**config.mk**
```make
export PLATFORM = sky130hd
export DESIGN_NAME = alu_muldiv_seq
export DESIGN_NICKNAME = d
export VERILOG_FILES = /design/src/rtl/alu_muldiv_seq.sv
export SDC_FILE = /design/constraint.sdc
export NUM_CORES = 1
export LEC_CHECK = 0
export CORE_ASPECT_RATIO = 1.25
export CORE_MARGIN = 5
export CORE_UTILIZATION = 50
export DETAILED_ROUTE_END_ITERATION = 7
export PLACE_DENSITY = 0.69
export SETUP_SLACK_MARGIN = 0.15
export SKIP_LAST_GASP = 1
export SLEW_MARGIN = 20
export SYNTH_ARGS = -nofsm -noshare
export SYNTH_HDL_FRONTEND = slang
export SYNTH_SLANG_ARGS = --single-unit
```
**constraint.sdc**
```tcl
create_clock -name i_clk -period 10.35 [get_ports i_clk]
set_input_delay 2.5875 -clock i_clk [delete_from_list [all_inputs] [get_ports i_clk]]
set_output_delay 2.5875 -clock i_clk [all_outputs]
set_load 0.01 [all_outputs]
```
**src/rtl/alu_muldiv_seq.sv**
```systemverilog
// rtl/alu_muldiv_seq.sv - sequential RV32M-class multiply/divide unit
//
// Radix-2 shift-add multiplier and restoring divider that share one
// 2*WIDTH-bit working register. Requests and results use valid/ready
// handshakes. Divide-by-zero and signed overflow are resolved at accept.
//
// Ports:
//   i_clk, i_reset            clock, asynchronous active-high reset
//   i_valid / o_ready         request handshake (i_op, i_operand_a, i_operand_b)
//   o_valid / i_ready         result handshake (o_result)
//   i_flush                   abort the in-flight operation
//   o_busy                    high whenever the FSM is not IDLE
module alu_muldiv_seq #(
    parameter int WIDTH = 32,
    parameter int CNT_W = $clog2(WIDTH) + 1
) (
    input  logic             i_clk,
    input  logic             i_reset,
    input  logic             i_valid,
    output logic             o_ready,
    input  logic [2:0]       i_op,
    input  logic [WIDTH-1:0] i_operand_a,
    input  logic [WIDTH-1:0] i_operand_b,
    input  logic             i_flush,
    output logic             o_valid,
    input  logic             i_ready,
    output logic [WIDTH-1:0] o_result,
    output logic             o_busy
);

    typedef enum logic [1:0] {S_IDLE, S_CALC, S_FIX, S_DONE} state_t;

    localparam logic [2:0]       OP_MULH   = 3'b001;
    localparam logic [2:0]       OP_MULHSU = 3'b010;
    localparam logic [2:0]       OP_DIV    = 3'b100;
    localparam logic [2:0]       OP_REM    = 3'b110;
    localparam logic [WIDTH-1:0] MOST_NEG  = {1'b1, {(WIDTH-1){1'b0}}};

    state_t             state_q;
    logic [2:0]         op_q;
    logic               neg_q;
    logic [CNT_W-1:0]   cnt_q;
    logic [WIDTH-1:0]   opnd_q;      // |a| (multiplicand) or |b| (divisor)
    logic [2*WIDTH-1:0] prod_q;      // mul: {acc, multiplier}; div: {rem, dividend/quotient}
    logic [WIDTH-1:0]   result_q;
    logic               ready_q;
    logic               valid_q;
    logic               busy_q;

    // Accept-time decode
    logic               sgn_a;
    logic               sgn_b;
    logic [WIDTH-1:0]   mag_a;
    logic [WIDTH-1:0]   mag_b;
    logic               div_zero;
    logic               div_ovf;
    logic [WIDTH-1:0]   special_res;

    // Iteration and fix-up datapath
    logic [WIDTH:0]     mul_sum;
    logic [WIDTH:0]     div_trial;
    logic [WIDTH:0]     div_diff;
    logic [2*WIDTH-1:0] step_d;
    logic [2*WIDTH-1:0] mul_p;
    logic [WIDTH-1:0]   div_sel;
    logic [WIDTH-1:0]   fix_res;

    always_comb begin
        sgn_a = 1'b0;
        sgn_b = 1'b0;
        if (i_op == OP_MULH || i_op == OP_MULHSU || i_op == OP_DIV || i_op == OP_REM)
            sgn_a = i_operand_a[WIDTH-1];
        if (i_op == OP_MULH || i_op == OP_DIV || i_op == OP_REM)
            sgn_b = i_operand_b[WIDTH-1];
        mag_a = sgn_a ? -i_operand_a : i_operand_a;
        mag_b = sgn_b ? -i_operand_b : i_operand_b;

        div_zero = i_op[2] && (i_operand_b == '0);
        div_ovf  = (i_op == OP_DIV || i_op == OP_REM) &&
                   (i_operand_a == MOST_NEG) && (i_operand_b == '1);
        special_res = '0;
        if (div_zero)
            special_res = i_op[1] ? i_operand_a : '1;
        else if (div_ovf)
            special_res = i_op[1] ? '0 : i_operand_a;
    end

    always_comb begin
        // Multiply: add multiplicand to the upper half when the LSB is set, shift right.
        mul_sum   = {1'b0, prod_q[2*WIDTH-1:WIDTH]} + (prod_q[0] ? {1'b0, opnd_q} : '0);
        // Divide: shift the dividend MSB into the remainder, subtract if it fits.
        div_trial = {prod_q[2*WIDTH-1:WIDTH], prod_q[WIDTH-1]};
        div_diff  = div_trial - {1'b0, opnd_q};
        if (op_q[2])
            step_d = {(div_diff[WIDTH] ? div_trial[WIDTH-1:0] : div_diff[WIDTH-1:0]),
                      prod_q[WIDTH-2:0], ~div_diff[WIDTH]};
        else
            step_d = {mul_sum, prod_q[WIDTH-1:1]};

        mul_p   = neg_q ? -prod_q : prod_q;
        div_sel = op_q[1] ? prod_q[2*WIDTH-1:WIDTH] : prod_q[WIDTH-1:0];
        if (op_q[2])
            fix_res = neg_q ? -div_sel : div_sel;
        else if (op_q[1:0] == 2'b00)
            fix_res = mul_p[WIDTH-1:0];
        else
            fix_res = mul_p[2*WIDTH-1:WIDTH];
    end

    always_ff @(posedge i_clk or posedge i_reset) begin
        if (i_reset) begin
            state_q  <= S_IDLE;
            op_q     <= '0;
            neg_q    <= 1'b0;
            cnt_q    <= '0;
            opnd_q   <= '0;
            prod_q   <= '0;
            result_q <= '0;
            ready_q  <= 1'b1;
            valid_q  <= 1'b0;
            busy_q   <= 1'b0;
        end else begin
            case (state_q)
                S_IDLE: begin
                    // A flush in IDLE suppresses a simultaneous request.
                    if (i_valid && !i_flush) begin
                        op_q    <= i_op;
                        neg_q   <= (i_op == OP_REM) ? sgn_a : (sgn_a ^ sgn_b);
                        ready_q <= 1'b0;
                        busy_q  <= 1'b1;
                        if (div_zero || div_ovf) begin
                            result_q <= special_res;
                            valid_q  <= 1'b1;
                            state_q  <= S_DONE;
                        end else begin
                            opnd_q  <= i_op[2] ? mag_b : mag_a;
                            prod_q  <= {{WIDTH{1'b0}}, (i_op[2] ? mag_a : mag_b)};
                            cnt_q   <= CNT_W'(WIDTH);
                            state_q <= S_CALC;
                        end
                    end
                end
                S_CALC: begin
                    if (i_flush) begin
                        state_q <= S_IDLE;
                        ready_q <= 1'b1;
                        busy_q  <= 1'b0;
                    end else begin
                        prod_q <= step_d;
                        cnt_q  <= cnt_q - 1'b1;
                        if (cnt_q == CNT_W'(1))
                            state_q <= S_FIX;
                    end
                end
                S_FIX: begin
                    if (i_flush) begin
                        state_q <= S_IDLE;
                        ready_q <= 1'b1;
                        busy_q  <= 1'b0;
                    end else begin
                        result_q <= fix_res;
                        valid_q  <= 1'b1;
                        state_q  <= S_DONE;
                    end
                end
                S_DONE: begin
                    if (i_flush || i_ready) begin
                        state_q <= S_IDLE;
                        valid_q <= 1'b0;
                        ready_q <= 1'b1;
                        busy_q  <= 1'b0;
                    end
                end
                default: begin
                    state_q <= S_IDLE;
                    ready_q <= 1'b1;
                    valid_q <= 1'b0;
                    busy_q  <= 1'b0;
                end
            endcase
        end
    end

    assign o_ready  = ready_q;
    assign o_valid  = valid_q;
    assign o_busy   = busy_q;
    assign o_result = result_q;

endmodule

```
**After elaboration in Yosys (flattened, before gate mapping)**

Index checks and enable logic that the tools add are counted.

- Add/subtract/negate cells: 7
- Equality and inequality tests: 18
- Muxes and demuxes: 50
- Bitwise logic cells: 3
- Reductions and logical operators: 27

Operator list:

| operator | number |
|---|---|
| $mux W32 | 17 |
| $mux W64 | 5 |
| $pmux W64 S2 | 1 |
| $neg A32 Y32 | 3 |
| $eq A32 B32 Y1 const B | 2 |
| $neg A64 Y64 | 1 |
| $pmux W32 S2 | 1 |
| $add A32 B32 Y33 | 1 |
| $sub A33 B32 Y33 | 1 |
| $logic_not A32 Y1 | 1 |
| $mux W6 | 3 |
| $mux W1 | 12 |
| $mux W2 | 6 |
| $ne A2 B2 Y1 const B | 6 |
| $pmux W6 S2 | 1 |
| $pmux W1 S3 | 3 |
| $reduce_and A3 Y1 | 3 |
| $logic_or A1 B1 Y1 | 8 |
| $pmux W2 S4 | 1 |
| $reduce_and A4 Y1 | 2 |
| $eq A3 B3 Y1 const B | 2 |
| $eq A6 B1 Y1 const B | 1 |
| $sub A6 B1 Y6 const B | 1 |
| $reduce_and A5 Y1 | 1 |
| 15 further kinds | 22 |

- Flip-flop bits (word level): 143
- Input port bits: 72
- Output and inout port bits: 35
- Logic and storage cells: 115

**Depth between registers and ports, before layout**

- Word-level depth: 10
- Depth in mapped cells: 16
- Depth with buffers taken out: 13

**Least setup slack after synthesis**

Ideal clock, no wire load.

- Path kind: input port to flip-flop
- From: in i_operand_a[25]
- To: reg prod_q[60]
- Arrival time: 5,033 ps
- Setup slack: 5,183 ps
- Stages: 11
- Buffers on the path: 2
- Cell sequence: or4_4 -> or3_4 -> or3_4 -> o31ai_4 -> or2b_1 -> nand2_2 -> and2_1 -> buf_2 -> nand2_2 -> buf_4 -> o211ai_1

- Longest elaborated chain between the ends: 6

Ends and longest elaborated chain:

| item | RTL line | text |
|---|---|---|
| start: declaration | 22 | `input logic [WIDTH-1:0] i_operand_a,` |
| $eq A32 B32 Y1 | 80 | `(i_operand_a == MOST_NEG) && (i_operand_b == '1);` |
| $logic_and A1 B1 Y1 | 79 | `div_ovf = (i_op == OP_DIV \|\| i_op == OP_REM) &&` |
| $logic_and A1 B1 Y1 | 80 |  |
| $logic_or A1 B1 Y1 | 131 | `if (div_zero \|\| div_ovf) begin` |
| $ne A2 B2 Y1 (no line) | n/a |  |
| $reduce_and A4 Y1 (no line) | n/a |  |
| end signal: assignment | 137 | `prod_q <= {{WIDTH{1'b0}}, (i_op[2] ? mag_a : mag_b)};` |
| end signal: assignment | 149 | `prod_q <= step_d;` |
| end: declaration | 44 | `logic [2*WIDTH-1:0] prod_q;` |

Every way passes these cells.
A chain may end at the register's enable or synchronous reset.

**Final worst setup path**

- From: in i_operand_a[9]
- To: reg cnt_q[2]

- Longest elaborated chain between the ends: 6

Ends and longest elaborated chain:

| item | RTL line | text |
|---|---|---|
| $eq A32 B32 Y1 | 80 |  |
| $logic_and A1 B1 Y1 | 79 |  |
| $logic_and A1 B1 Y1 | 80 |  |
| $logic_or A1 B1 Y1 | 131 |  |
| $ne A2 B2 Y1 (no line) | n/a |  |
| $reduce_and A4 Y1 (no line) | n/a |  |
| end signal: assignment | 138 | `cnt_q <= CNT_W'(WIDTH);` |
| end signal: assignment | 150 | `cnt_q <= cnt_q - 1'b1;` |
| end: declaration | 42 | `logic [CNT_W-1:0] cnt_q;` |

Every way passes these cells.

==> out/metrics.yaml <==
synthesis:
  netlist.area_leader.share_pct: 22.2
  async_flop_share_pct: 100
  syn_area_sq_um: 16000
  postSynthCellCount: 2136
  synth_fp_nets: 2285
  ys.flop_type: "dfrtp_1"
  synth-edff-count: 0
  ys_ff_latch: 143
  ys_seq_area_share_pct: 22.4
  synth_area_leaders: "dfrtp_1 22%, ha_1 5.9%, a21oi_1 5.8%, nor2_1 5.7%, xnor2_1 5.7%"
  yosys.area.top_type: "dfrtp_1"
  ys_types: 90
  synth_area_per_cell_sq_um: 7.49
  ys.warnings.count: 0
power_and_ir_drop:
  pwr_density_cell_nw_per_um2: 325
  p_leak_nw: 6.86
  ir_drop_mv: 0.174
clocking:
  cts_buffer_depth: 2
  cts.sinks: 143
  clk-insertion-delay-late_ns: 0.45
  cts_resized: 0
  cts_tree: "done"
  htreeDepth: 4
  clockRootBuffer: "clkbuf_16"
  clk_pin_slew_worst_paths_ns: 0.07
  numCtsBuffers: 17
  holdBufCountCts: 0
  cts_setup_buffers: 0
cells_and_area:
  fillerInstances: 3051
  drive_above_1_share_pct: 6.15
  nets: 2266
  final_cell_mix: "241 x nor2_1, 186 x a21oi_1, 186 x nand2_1, 163 x o21ai_0, 139 x dfrtp_1"
  multi_input_area_sq_um: 11500
  register_area_sq_um: 3580
  area_delta_synth_final_pct: 10.3
  antennaDiodeCount: 0
  final_common_cell: "nor2_1"
critical_path:
  reg2reg_depth: 12
  reg2reg_to: "prod_q[63]"
  cp_max_fo: 65
  rr_startpoint: "prod_q[0]"
  r2r_setup_slack_ns: 5.62
  worstPathRequired_ns: 10.68
  critical_path_class: "in -> reg"
  crit_path_end_kind: "flip-flop"
  arrival_ns: 7.11
  start_kind: "input pin"
floorplan:
  die_height_um: 210
  dieArea_sq_um: 35700
  dieWidth_um: 170
  num_rows: 73
  start_util_pct: 50.5
  ioPinCount: 107
  coreArea_sq_um: 31700
routing:
  first_pass_iters: 6
  num_vias: 16400
  totalWireLength_um: 57300
  drtIter0Drc: 1464
  via_per_inst: 6.44
  wl_per_cell_um: 22.6
  ant_nets: 0
  route.detailed.drc: 0
sta:
  tightest_slew_ns: 1.10
  setup_viol: 0
  rsz0062_at_grt: "false"
  final.setup.tns_ns: 0
  fmax_mhz: 148
  fin_ws_ns: 3.58
  fin_crit_sh_pct: 65.4
  hold_viol_final: 0
  drv_slew: 0
  slew_headroom_pct: 27.0
  skew_ns: 0.00902
  finalCriticalPeriod_ns: 6.77
placement:
  dpl.hpwl_um: 44000
  port_buffers: 106
  place_ws_ns: 3.07
  gp_congestion: 1.01
worst_hold_path:
  min_from: "opnd_q[20]"
  holdPathStages: 2
  hold_path_class: "reg -> reg"
  hold_end: "opnd_q[20]"
grt:
  antenna_found_initial: 1
  grt_first_pass_wirelength_um: 88700
  track_usage_pct: 31.5
  gr-total-overflow: 0
  grt_max_degree: 86
  grt_pass1_vias: 15400
run_status:
  status: "completed"
flow_run:
  maxCapViolCount: 0
[power by group]
part	internal (W)	switching (W)
Sequential	0.000818	0.000476
Clock	0.000359	0.000273
Combinational	0.00156	0.00225
Total	0.00274	0.00300
[per-stage QoR]
| step | cells | hold slack [ns] | area, sq um | total power (W) | util (%) |
|---|---|---|---|---|---|
| detailed placement | 2510 | 0.471 | 17100 | 0.00501 | 53.8 |
| global route | 2542 | 0.511 | 17600 | 0.00615 | 55.7 |
| global placement | 2510 | 0.461 | 17100 | 0.00496 | 53.8 |
| floorplan | 2136 | 0.450 | 16000 | 0.00395 | - |
| CTS | 2542 | 0.485 | 17600 | 0.00567 | 55.7 |
| finish | 2542 | 0.480 | 17600 | 0.00574 | 55.7 |
[synth_stat cells, types with 15 or more instances]
cell and instances:
a211oi_1 43, a21o_1 33, a21oi_1 186, a22oi_1 15
a31oi_1 22, a41oi_1 19, buf_2 19, clkbuf_1 121
dfrtp_1 142, ha_1 75, inv_1 66, mux2_2 36
mux2i_1 65, nand2_1 186, nand2b_1 15, nand3_1 30
nand4_1 30, nor2_1 243, nor3_1 43, nor4_1 18
o211ai_1 32, o21a_1 16, o21ai_0 163, o21ai_1 37
o31ai_1 36, o41ai_1 21, or3_1 24, xnor2_1 104
xor2_1 96
[kinds of logic after synthesis]
logic type,synth area share [%]
flip-flops,22.4
XOR/XNOR,11.0
AND/OR/NAND/NOR,20.2
adder cells (fa/ha/maj),6.12
multiplexers,6.60
buffers and inverters,5.88
AO/OA/AOI/OAI,27.8
[registers in the layout, indices dropped and copies added (netlist names)]
signal / cells
cnt_q: 6
neg_q: 1
o_busy: 1
o_ready: 1
o_result: 32
o_valid: 1
op_q: 3
opnd_q: 32
prod_q: 64
state_q: 2
[worst max-delay path, stage by stage]
cell and delay (ns):
clkdlybuf4s50_1 0.49, nor4_1 0.65, nand3_1 0.39, or3_4 0.48
o31ai_4 0.29, or2b_2 0.15, buf_4 0.49, and2_2 1.00
nor2_1 0.07, mux2_2 0.30, a22o_1 0.17
[area by class of cell]
type / count / area share, %
clock buffer: 18 / 2.43
clock inverter: 14 / 0.893
inverter: 66 / 1.43
multi-input combinational: 1763 / 65.2
sequential: 143 / 20.3
tap: 412 / 2.92
timing repair buffer: 126 / 6.85
[how the worst max path moves through the flow]
stage	startpoint	endpoint	cells after the start
2_1_floorplan	i_reset	cnt_q[0]	1
3_3_place_gp	i_operand_a[13]	cnt_q[2]	11
3_5_place_dp	i_operand_a[11]	cnt_q[2]	11
4_1_cts	i_operand_a[11]	cnt_q[2]	11
5_1_grt	i_operand_a[0]	cnt_q[2]	13
6_report	i_operand_a[9]	cnt_q[2]	11
[layer usage]
| layer | GRT usage [%] | vias up | wire length, um |
|---|---|---|---|
| li1 | - | 7747 | - |
| met1 | 42.2 | 7789 | 24000 |
| met2 | 50.9 | 701 | 26500 |
| met3 | 4.03 | 127 | 4060 |
| met4 | 14.3 | 2 | 2760 |
| met5 | 0 | - | 12 |
Note: power is estimated with default switching activity, not from simulation.
